## src/rtl/scudsp_dma_engine_if.sv

```systemverilog
// scudsp_dma_engine_if: command, D0 bus, RAM and writeback signals
// of the SCU DSP DMA engine; master is the engine, slave its surroundings.
interface scudsp_dma_engine_if;
   logic        cmd_st;
   logic        cmd_dir;
   logic [3:0]  cmd_ramw;
   logic        cmd_prgw;
   logic [1:0]  cmd_rams;
   logic [2:0]  cmd_addi;
   logic        cmd_hold;
   logic [7:0]  cmd_cnt;
   logic [24:0] ra0_in;
   logic [24:0] wa0_in;
   logic        ra0_we;
   logic        wa0_we;
   logic [24:0] a0_out;
   logic [24:0] d0_addr;
   logic [31:0] d0_do;
   logic [31:0] d0_di;
   logic        d0_req;
   logic        d0_we;
   logic        d0_ack;
   logic        ram_rd_en;
   logic [1:0]  ram_rd_sel;
   logic [31:0] ram_rdata;
   logic [3:0]  ram_we;
   logic        prg_we;
   logic [31:0] ram_wdata;
   logic [3:0]  ct_inc;
   logic        busy;
   logic        done;

   modport master (
      input  cmd_st, cmd_dir, cmd_ramw, cmd_prgw, cmd_rams,
      input  cmd_addi, cmd_hold, cmd_cnt, ra0_in, wa0_in,
      input  d0_di, d0_ack, ram_rdata,
      output ra0_we, wa0_we, a0_out, d0_addr, d0_do, d0_req,
      output d0_we, ram_rd_en, ram_rd_sel, ram_we, prg_we,
      output ram_wdata, ct_inc, busy, done
   );

   modport slave (
      output cmd_st, cmd_dir, cmd_ramw, cmd_prgw, cmd_rams,
      output cmd_addi, cmd_hold, cmd_cnt, ra0_in, wa0_in,
      output d0_di, d0_ack, ram_rdata,
      input  ra0_we, wa0_we, a0_out, d0_addr, d0_do, d0_req,
      input  d0_we, ram_rd_en, ram_rd_sel, ram_we, prg_we,
      input  ram_wdata, ct_inc, busy, done
   );
endinterface

```

## src/rtl/scudsp_dma_engine.sv

```systemverilog
// scudsp_dma_engine: executes SCU DSP DMA commands, moving 32-bit
// words between the D0 bus and DSP data/program RAM.
module scudsp_dma_engine (
   input logic                 clk,
   input logic                 rst_n,
   input logic                 ce,
   scudsp_dma_engine_if.master bus
);
   typedef enum logic [2:0] {
      IDLE, RD_BUS, WR_RAM, RD_RAM, WR_BUS, WB
   } state_t;

   state_t      state;
   logic        dir;
   logic        prgw;
   logic        hold;
   logic        first;
   logic [3:0]  ramw;
   logic [1:0]  rams;
   logic [24:0] addr;
   logic [24:0] inc;
   logic [24:0] addr_nx;
   logic [8:0]  cnt;
   logic [31:0] dreg;

   function automatic logic [24:0] inc_of(input logic d,
                                          input logic [2:0] a);
      if (d) return {24'd0, a == 3'd1};
      if (a < 3'd2) return 25'd0;
      return 25'd1 << (a - 3'd2);
   endfunction

   assign addr_nx = addr + inc;

   // First WR_BUS cycle forwards the RAM output; later cycles use the copy
   assign bus.d0_do = first ? bus.ram_rdata : dreg;

   // Transfer sequencer with registered strobes and bus outputs
   always_ff @(posedge clk or negedge rst_n) begin
      if (!rst_n) begin
         state          <= IDLE;
         dir            <= 1'b0;
         prgw           <= 1'b0;
         hold           <= 1'b0;
         first          <= 1'b0;
         ramw           <= 4'd0;
         rams           <= 2'd0;
         addr           <= 25'd0;
         inc            <= 25'd0;
         cnt            <= 9'd0;
         dreg           <= 32'd0;
         bus.ra0_we     <= 1'b0;
         bus.wa0_we     <= 1'b0;
         bus.a0_out     <= 25'd0;
         bus.d0_addr    <= 25'd0;
         bus.d0_req     <= 1'b0;
         bus.d0_we      <= 1'b0;
         bus.ram_rd_en  <= 1'b0;
         bus.ram_rd_sel <= 2'd0;
         bus.ram_we     <= 4'd0;
         bus.prg_we     <= 1'b0;
         bus.ram_wdata  <= 32'd0;
         bus.ct_inc     <= 4'd0;
         bus.busy       <= 1'b0;
         bus.done       <= 1'b0;
      end else if (ce) begin
         bus.ram_we    <= 4'd0;
         bus.prg_we    <= 1'b0;
         bus.ram_rd_en <= 1'b0;
         bus.ct_inc    <= 4'd0;
         bus.ra0_we    <= 1'b0;
         bus.wa0_we    <= 1'b0;
         bus.done      <= 1'b0;
         unique case (state)
            IDLE: begin
               if (bus.cmd_st) begin
                  dir            <= bus.cmd_dir;
                  ramw           <= bus.cmd_ramw;
                  prgw           <= bus.cmd_prgw;
                  rams           <= bus.cmd_rams;
                  hold           <= bus.cmd_hold;
                  bus.ram_rd_sel <= bus.cmd_rams;
                  cnt            <= {bus.cmd_cnt == 8'd0, bus.cmd_cnt};
                  inc            <= inc_of(bus.cmd_dir, bus.cmd_addi);
                  bus.busy       <= 1'b1;
                  if (!bus.cmd_dir) begin
                     addr        <= bus.ra0_in;
                     bus.d0_addr <= bus.ra0_in;
                     bus.d0_req  <= 1'b1;
                     bus.d0_we   <= 1'b0;
                     state       <= RD_BUS;
                  end else begin
                     addr          <= bus.wa0_in;
                     bus.ram_rd_en <= 1'b1;
                     bus.ct_inc    <= 4'd1 << bus.cmd_rams;
                     state         <= RD_RAM;
                  end
               end
            end
            RD_BUS: begin
               if (bus.d0_ack) begin
                  bus.ram_wdata <= bus.d0_di;
                  addr          <= addr_nx;
                  bus.d0_req    <= 1'b0;
                  bus.ram_we    <= ramw;
                  bus.prg_we    <= prgw;
                  bus.ct_inc    <= ramw;
                  state         <= WR_RAM;
               end
            end
            WR_RAM: begin
               cnt <= cnt - 9'd1;
               if (cnt == 9'd1) begin
                  bus.a0_out <= addr;
                  bus.ra0_we <= !hold;
                  bus.done   <= 1'b1;
                  state      <= WB;
               end else begin
                  bus.d0_addr <= addr;
                  bus.d0_req  <= 1'b1;
                  state       <= RD_BUS;
               end
            end
            RD_RAM: begin
               bus.d0_addr <= addr;
               bus.d0_req  <= 1'b1;
               bus.d0_we   <= 1'b1;
               first       <= 1'b1;
               state       <= WR_BUS;
            end
            WR_BUS: begin
               if (first) begin
                  dreg  <= bus.ram_rdata;
                  first <= 1'b0;
               end
               if (bus.d0_ack) begin
                  addr       <= addr_nx;
                  cnt        <= cnt - 9'd1;
                  bus.d0_req <= 1'b0;
                  bus.d0_we  <= 1'b0;
                  if (cnt == 9'd1) begin
                     bus.a0_out <= addr_nx;
                     bus.wa0_we <= !hold;
                     bus.done   <= 1'b1;
                     state      <= WB;
                  end else begin
                     bus.ram_rd_en <= 1'b1;
                     bus.ct_inc    <= 4'd1 << rams;
                     state         <= RD_RAM;
                  end
               end
            end
            WB: begin
               bus.busy <= 1'b0;
               state    <= IDLE;
            end
            default: state <= IDLE;
         endcase
      end
   end
endmodule

```

## src/flat_wrapper.sv

```systemverilog
// flat-port wrapper written by rule: the top's interface ports become plain ports
module scudsp_dma_engine_flat 
  (clk, rst_n, ce, bus_cmd_st, bus_cmd_dir, bus_cmd_ramw, bus_cmd_prgw, bus_cmd_rams, bus_cmd_addi, bus_cmd_hold, bus_cmd_cnt, bus_ra0_in, bus_wa0_in, bus_d0_di, bus_d0_ack, bus_ram_rdata, bus_ra0_we, bus_wa0_we, bus_a0_out, bus_d0_addr, bus_d0_do, bus_d0_req, bus_d0_we, bus_ram_rd_en, bus_ram_rd_sel, bus_ram_we, bus_prg_we, bus_ram_wdata, bus_ct_inc, bus_busy, bus_done);
  scudsp_dma_engine_if bus_i ();
  input logic clk;
  input logic rst_n;
  input logic ce;
  input wire logic [$bits(bus_i.cmd_st)-1:0] bus_cmd_st;
  input wire logic [$bits(bus_i.cmd_dir)-1:0] bus_cmd_dir;
  input wire logic [$bits(bus_i.cmd_ramw)-1:0] bus_cmd_ramw;
  input wire logic [$bits(bus_i.cmd_prgw)-1:0] bus_cmd_prgw;
  input wire logic [$bits(bus_i.cmd_rams)-1:0] bus_cmd_rams;
  input wire logic [$bits(bus_i.cmd_addi)-1:0] bus_cmd_addi;
  input wire logic [$bits(bus_i.cmd_hold)-1:0] bus_cmd_hold;
  input wire logic [$bits(bus_i.cmd_cnt)-1:0] bus_cmd_cnt;
  input wire logic [$bits(bus_i.ra0_in)-1:0] bus_ra0_in;
  input wire logic [$bits(bus_i.wa0_in)-1:0] bus_wa0_in;
  input wire logic [$bits(bus_i.d0_di)-1:0] bus_d0_di;
  input wire logic [$bits(bus_i.d0_ack)-1:0] bus_d0_ack;
  input wire logic [$bits(bus_i.ram_rdata)-1:0] bus_ram_rdata;
  output wire logic [$bits(bus_i.ra0_we)-1:0] bus_ra0_we;
  output wire logic [$bits(bus_i.wa0_we)-1:0] bus_wa0_we;
  output wire logic [$bits(bus_i.a0_out)-1:0] bus_a0_out;
  output wire logic [$bits(bus_i.d0_addr)-1:0] bus_d0_addr;
  output wire logic [$bits(bus_i.d0_do)-1:0] bus_d0_do;
  output wire logic [$bits(bus_i.d0_req)-1:0] bus_d0_req;
  output wire logic [$bits(bus_i.d0_we)-1:0] bus_d0_we;
  output wire logic [$bits(bus_i.ram_rd_en)-1:0] bus_ram_rd_en;
  output wire logic [$bits(bus_i.ram_rd_sel)-1:0] bus_ram_rd_sel;
  output wire logic [$bits(bus_i.ram_we)-1:0] bus_ram_we;
  output wire logic [$bits(bus_i.prg_we)-1:0] bus_prg_we;
  output wire logic [$bits(bus_i.ram_wdata)-1:0] bus_ram_wdata;
  output wire logic [$bits(bus_i.ct_inc)-1:0] bus_ct_inc;
  output wire logic [$bits(bus_i.busy)-1:0] bus_busy;
  output wire logic [$bits(bus_i.done)-1:0] bus_done;
  assign bus_i.cmd_st = bus_cmd_st;
  assign bus_i.cmd_dir = bus_cmd_dir;
  assign bus_i.cmd_ramw = bus_cmd_ramw;
  assign bus_i.cmd_prgw = bus_cmd_prgw;
  assign bus_i.cmd_rams = bus_cmd_rams;
  assign bus_i.cmd_addi = bus_cmd_addi;
  assign bus_i.cmd_hold = bus_cmd_hold;
  assign bus_i.cmd_cnt = bus_cmd_cnt;
  assign bus_i.ra0_in = bus_ra0_in;
  assign bus_i.wa0_in = bus_wa0_in;
  assign bus_i.d0_di = bus_d0_di;
  assign bus_i.d0_ack = bus_d0_ack;
  assign bus_i.ram_rdata = bus_ram_rdata;
  assign bus_ra0_we = bus_i.ra0_we;
  assign bus_wa0_we = bus_i.wa0_we;
  assign bus_a0_out = bus_i.a0_out;
  assign bus_d0_addr = bus_i.d0_addr;
  assign bus_d0_do = bus_i.d0_do;
  assign bus_d0_req = bus_i.d0_req;
  assign bus_d0_we = bus_i.d0_we;
  assign bus_ram_rd_en = bus_i.ram_rd_en;
  assign bus_ram_rd_sel = bus_i.ram_rd_sel;
  assign bus_ram_we = bus_i.ram_we;
  assign bus_prg_we = bus_i.prg_we;
  assign bus_ram_wdata = bus_i.ram_wdata;
  assign bus_ct_inc = bus_i.ct_inc;
  assign bus_busy = bus_i.busy;
  assign bus_done = bus_i.done;
  scudsp_dma_engine u_core (.clk(clk), .rst_n(rst_n), .ce(ce), .bus(bus_i));
endmodule
```

## config.mk

```make
export PLATFORM = sky130hd
export DESIGN_NAME = scudsp_dma_engine_flat
export DESIGN_NICKNAME = d
export VERILOG_FILES = /design/src/rtl/scudsp_dma_engine_if.sv /design/src/rtl/scudsp_dma_engine.sv /design/src/flat_wrapper.sv
export SDC_FILE = /design/constraint.sdc
export NUM_CORES = 1
export LEC_CHECK = 0
export ABC_AREA = 1
export CORE_AREA = 10 10 192 194
export DETAILED_ROUTE_END_ITERATION = 16
export DIE_AREA = 0 0 202 204
export GPL_TIMING_DRIVEN = 1
export SYNTH_ARGS = -nofsm -noshare
export SYNTH_HDL_FRONTEND = slang
export SYNTH_SLANG_ARGS = --single-unit
export TNS_END_PERCENT = 100
```

## constraint.sdc

```tcl
create_clock -name clk -period 2.6 [get_ports clk]
set_clock_uncertainty 0.1 [all_clocks]
set_input_delay 0.26 -clock clk [delete_from_list [all_inputs] [get_ports clk]]
set_output_delay 0.26 -clock clk [all_outputs]
set_load 0.01 [all_outputs]
```

======== Word-level counts from Yosys, hierarchy flattened ========
Index checks and enable logic that the tools add are counted.
operators by class
  eq/ne operators ......................... 15
  reduce and logical (&&, ||, !) cells .... 24
  magnitude comparators ................... 1
  shift-type cells ........................ 3
  add/subtract/negate cells ............... 3
  mux-type cells .......................... 67
operator list
  kind                                                                   count
  25-bit 2-to-1 mux                                                      13
  25-bit case mux with 2 select lines                                    2
  25-bit case mux with 3 select lines                                    1
  32-bit 2-to-1 mux                                                      1
  1-bit 2-to-1 mux                                                       27
  9-bit case mux with 3 select lines                                     1
  25-bit adder                                                           1
  1-bit by 3-bit << shifter with 25-bit output, first input constant     1
  4-bit 2-to-1 mux                                                       6
  9-bit 2-to-1 mux                                                       2
  3-bit 2-to-1 mux                                                       5
  3-bit case mux with 5 select lines                                     1
  5-bit AND reduction                                                    3
  4-bit case mux with 3 select lines                                     1
  4-bit AND reduction                                                    3
  2-bit != test, second input constant                                   5
  9-bit by 1-bit equality test with 1-bit output, second input constant  1
  3-bit AND reduction                                                    3
  3-bit nonzero test                                                     3
  9-bit by 1-bit subtractor with 9-bit output, second input constant     1
  8-bit logical NOT                                                      1
  1-bit case mux with 2 select lines                                     4
  2-bit nonzero test                                                     4
  1-bit by 2-bit << shifter with 4-bit output, first input constant      2
  15 further kinds                                                       21
word-level totals
  register bits after elaboration ......... 201

======== Longest topological paths before layout ========
Gate-level depths: netlist (run 1).
  depth in word-level cells ............... 10
  gate-level depth with buffers ........... 13
  gate-level depth less buffers ........... 13

======== Worst setup path before layout (run 1) ========
OpenSTA, ideal clock, no wires.
  path type ............................... register to register
  start ................................... reg u_core.addr[0]
  end ..................................... reg u_core.addr[8]
  path buffers ............................ 0
  arrival ................................. 1.824 ns
  setup time .............................. 0.123 ns
  path slack .............................. 0.553 ns
  period minus slack after synthesis ...... 2.047 ns
  data required time ...................... 2.377 ns
  cell stages (with the launch flop) ...... 11
  cells stage by stage .................... dfrtp_1 > ha_1 > fa_1 > nand3_1 > nand3_1 > nand2_1 > nand2_1 > xor2_1 > nand2_1 > nand2_1 > o21ai_1
on the way
  longest elaborated chain between the ends .. 3
RTL lines
  element                              line                                                RTL
  start, declared                      scudsp_dma_engine.sv:20                             logic [24:0] addr;
  start signal, assigned               scudsp_dma_engine.sv:87                             addr <= bus.ra0_in;
  start signal, assigned               scudsp_dma_engine.sv:93                             addr <= bus.wa0_in;
  start signal, assigned               scudsp_dma_engine.sv:103                            addr <= addr_nx;
  25-bit adder                         scudsp_dma_engine.sv:33                             assign addr_nx = addr + inc;
  25-bit 2-to-1 mux                    scudsp_dma_engine.sv:101, scudsp_dma_engine.sv:136
  25-bit case mux with 2 select lines  scudsp_dma_engine.sv:74                             unique case (state)
Every way passes these cells. The select of a mux whose other input is x is not followed.
A chain may end at the register's enable or synchronous reset.

======== Worst setup path after layout (run 1) ========
  start ................................... reg u_core.first
  end ..................................... out bus_d0_do[19]
on the way
  longest elaborated chain between the ends .. 1
RTL lines
  element                 line                      RTL
  start, declared         scudsp_dma_engine.sv:17   logic first;
  start signal, assigned  scudsp_dma_engine.sv:45   first <= 1'b0;
  start signal, assigned  scudsp_dma_engine.sv:128  first <= 1'b1;
  start signal, assigned  scudsp_dma_engine.sv:134  first <= 1'b0;
  32-bit 2-to-1 mux       --
  end, declared           flat_wrapper.sv:25        output wire logic [$bits(bus_i.d0_do)-1:0] bus_d0_do;
Every way passes these cells.

==> flow_metrics.py, run 1 <==
metrics = {
    "floorplan": {
        "io_pins": 271,
        "core_um2": 33100,
        "dieHeight_um": 204,
        "rows": 67,
        "dieArea_um2": 41200,
        "die_x_um": 202,
        "start_util": 0.296,
    },
    "worst_setup_path": {
        "cp_data_arrival_time_ns": 2.05,
        "reg2reg_depth": 10,
        "cp_cell_sequence": "buf_12, o21ai_0, clkdlybuf4s50_1",
        "worstSetupStartpoint": "u_core.first$_DFFE_PN0P_",
        "worst-setup-path-type": "reg2out",
        "worst_path_max_delay_cell": "clkdlybuf4s50_1",
        "reg2reg_to": "u_core.bus.a0_out[5]$_DFFE_PN0P_",
        "slowest_delay_ns": 0.62,
        "critPathRequiredTime_ns": 2.24,
        "r2r_start": "u_core.state[2]$_DFFE_PN0P_",
        "cp-endpoint": "bus_d0_do[19]",
        "critPathLaunchType": "flop",
        "cp-end-kind": "output pin",
        "rrSetupSlack_ns": 0.23,
        "path_max_fanout": 56,
    },
    "global_routing": {
        "grt_max_degree": 70,
        "grtUsageMet1": 0.199,
        "antenna_found_initial": 0,
        "grt_usage": 0.164,
        "use_met2": 0.287,
        "busiest_layer": "met2",
        "grt_overflow": 0,
        "first_global_vias": 9249,
        "grt_pass1_wl_mm": 53.6,
        "use_met3": 0.0385,
    },
    "synthesis": {
        "synth_mux_area_frac": 0.0632,
        "synthesis.instances": 1255,
        "synth-edff-count": 0,
        "yosysUniqueCellTypes": 44,
        "seq_area_frac_synth": 0.469,
        "synthArstFlopShare": 1.00,
        "ys_warn_count": 0,
        "synthAdderAreaFrac": 0.0161,
        "yosys_register_bits": 184,
        "synth-xor-area-share": 0.00982,
        "synth_top_cell_by_area": "dfrtp_1",
        "synth_top_area_share": 0.469,
        "synth_nets": 1406,
        "synth-compound-area-share": 0.119,
        "synthSimpleGateAreaFrac": 0.254,
        "synth_ff_type": "dfrtp_1",
        "syn_area_per_cell_um2": 7.82,
        "synth_top_family_by_area": "simple AND/OR/NAND/NOR gates",
        "mappedNetlistArea_um2": 9820,
        "netlist_top_cells_area": "dfrtp_1 (47%), nand2_1 (16%), o21ai_0 (6.6%)",
    },
    "timing": {
        "finalSetupViolCount": 0,
        "max_freq_mhz": 415,
        "finalHoldWorstSlack_ns": 0.211,
        "worstMarginPinSlew_ns": 0.539,
        "post-route-period-util": 0.928,
        "max_slew_margin": 0.640,
        "hold_violations": 0,
        "setup_tns_ns": 0,
        "rsz0062_at_grt": "no",
        "fin_crit_ns": 2.41,
        "maxSlewViolCount": 0,
    },
    "clocking": {
        "ctsResizeCount": 0,
        "cts_tree": "yes",
        "postCtsSetupBuffers": 0,
        "clk_latency_ns": 0.45,
        "cts_max_path_buffers": 2,
        "cts_buffers": 17,
        "clkTransAtPathRegs_ns": 0.08,
        "root_buffer": "clkbuf_16",
        "htree_levels": 4,
        "cts.sinks": 184,
    },
    "placed_design": {
        "port_buffers": 270,
        "gp_congestion": 0.920,
        "post_dp_cell_area_um2": 13100,
        "dp_hpwl_mm": 26.2,
    },
    "pwr": {
        "net-switching-power_mw": 6.17,
        "p_comb_frac": 0.486,
        "p_int_mw": 9.04,
        "clock_power_share": 0.196,
        "irDropWorstVdd_mv": 0.515,
        "p_sw_frac": 0.406,
        "p_leak_nw": 6.38,
        "p_seq_frac": 0.318,
        "p_per_area_nw_per_um2": 1110,
    },
    "min_path": {
        "hp-class": "in2async",
    },
    "finish": {
        "nNetsFinal": 1664,
        "drive_gt1_frac": 0.0747,
        "diodes": 0,
        "final_area_um2": 13800,
        "fill_cells": 3372,
        "syn2layout_area_growth_pct": 40.2,
    },
    "route": {
        "postRouteAntennaNets": 0,
        "vias": 9277,
        "wl_mm": 34.2,
        "firstDrtPassIters": 6,
        "wire_per_inst_um": 17.3,
        "drcViolationCount": 0,
        "routed_via_density": 4.70,
        "drt_iter0_markers": 589,
    },
    "run_status": {
        "status": "completed",
    },
    "job": {
        "cap_viol_max_count": 0,
    },
}
[routing by layer]
metal,wire (um),vias up
met1,14600,4390
met5,0,-
met2,17100,278
met4,417,0
met3,2070,28
li1,-,4581
[repair_timing]
action                                 4_1_cts  5_1_grt
endpoints found under the hold margin       45        0
hold buffers                                 1        0
setup endpoints to repair                    0        0
[cells in the final DEF (no fill, tap or decap), drive strengths merged, types with 2 or more instances in the layout]
cell type      instances
nand3                 74
nor2                  73
mux2                  32
a31oi                  3
nand2                429
o31ai                  2
o22ai                  2
o211ai                 7
ha                    11
bufinv                 5
clkdlybuf4s50        269
mux2i                 26
xnor2                  3
a21oi                 59
dfrtp                184
nand4                  7
clkinv                 4
nor4                   2
or2                    3
nor3                   7
a22oi                  2
clkbuf                21
inv                  117
xor2                   8
buf                   21
o21ai                145
[power groups by stage]
stage	logic [mW]	clock network (mW)	registers [mW]
floorplan	3.92	0	4.94
global placement	7.36	0	4.84
detailed placement	7.45	0	4.87
CTS	7.49	3.07	4.83
global route	8.23	3.18	4.99
finish	7.40	2.98	4.83
[Yosys cell counts (2+ instances only)]
cell type  count
nand2_4        2
dfrtp_1      184
mux2i_1       26
nor2_2         4
o21ai_1       16
ha_1          11
a31oi_1        3
nor4_1         2
buf_2         23
nand4_1        5
clkbuf_1      24
inv_1        109
nor2_8         2
nor2_4         3
nand2_2        4
nand3_1       74
xor2_1         8
o211ai_1       7
nand2_1      423
xnor2_1        3
nor2_1        64
o22ai_1        2
nor3_1         7
o31ai_1        2
o21ai_0      129
inv_2          4
a22oi_1        2
buf_4          2
a21oi_1       59
mux2_2        32
buf_1          4
or2_2          3
[how the worst min path moves through the flow]
stage / startpoint / end / slack [ns] / cells past startpoint
2_1_floorplan: rst_n / u_core.addr[0]$_DFFE_PN0P_ / -0.14 / 0
4_1_cts: rst_n / u_core.bus.a0_out[23]$_DFFE_PN0P_ / 0.21 / 2
6_report: rst_n / u_core.bus.a0_out[23]$_DFFE_PN0P_ / 0.21 / 2
3_5_place_dp: rst_n / u_core.bus.a0_out[15]$_DFFE_PN0P_ / 0.15 / 1
3_3_place_gp: rst_n / u_core.bus.a0_out[15]$_DFFE_PN0P_ / 0.14 / 1
5_1_grt: rst_n / u_core.bus.a0_out[23]$_DFFE_PN0P_ / 0.23 / 2
[kinds of logic after synthesis]
| group | count (synthesis) |
|---|---|
| xor gates and xnor gates | 11 |
| muxes | 58 |
| adders and majority gates | 12 |
| AOI/OAI and AO/OA | 224 |
| and+or+nand+nor | 598 |
| buffers and inverters | 168 |
| DFF | 184 |
[sequential cells by signal (all words and copies together), names as in the netlist]
register              cells
u_core.addr              25
u_core.bus.a0_out        25
u_core.bus.busy           1
u_core.bus.ct_inc         4
u_core.bus.d0_addr       25
u_core.bus.d0_req         1
u_core.bus.d0_we          1
u_core.bus.done           1
u_core.bus.prg_we         1
u_core.bus.ra0_we         1
u_core.bus.ram_rd_en      1
u_core.bus.ram_wdata     32
u_core.bus.ram_we         4
u_core.bus.wa0_we         1
u_core.cnt                9
u_core.dreg              32
u_core.first              1
u_core.hold               1
u_core.inc                8
u_core.prgw               1
u_core.rams               2
u_core.ramw               4
u_core.state              3
[worst max-delay path: cells and delay by family, from the launching register on]
kind                   cells  cell delay (ns)
AOI/OAI and AO/OA          1             0.28
buffers and inverters      2             0.83
DFF                        1             0.50
[metrics by stage]
stage                     instances  power (mW)  setup slack, ns   util
final                          1974        15.2            0.188  0.416
after global routing           1974        16.4           0.0157  0.416
after CTS                      1974        15.4            0.142  0.416
after detailed placement       1941        12.3            0.227  0.395
after global placement         1941        12.2            0.304  0.395
after floorplan                1255        8.87            0.553      -
[layout make-up]
| type | instances | area (um2) | area share |
|---|---|---|---|
| well taps | 448 | 561 | 0.0407 |
| inverters | 115 | 434 | 0.0315 |
| clock inverters | 12 | 210 | 0.0153 |
| multi-input cells | 903 | 4560 | 0.331 |
| repair buffers | 292 | 2940 | 0.213 |
| clock buffers | 20 | 457 | 0.0332 |
| flip-flops and latches | 184 | 4610 | 0.335 |
Power figures use the tool's default switching activity.
==> inputs of run 2 (changes only) <==
--- a/config.mk
+++ b/config.mk
@@ -7,6 +7,7 @@
 export LEC_CHECK = 0
 export ABC_AREA = 1
 export CORE_AREA = 10 10 192 194
+export CTS_CLUSTER_DIAMETER = 30
 export DETAILED_ROUTE_END_ITERATION = 16
 export DIE_AREA = 0 0 202 204
 export GPL_TIMING_DRIVEN = 1
==> results of run 2 <==
The final DEF is identical to that of run 1; final timing and power are the same.
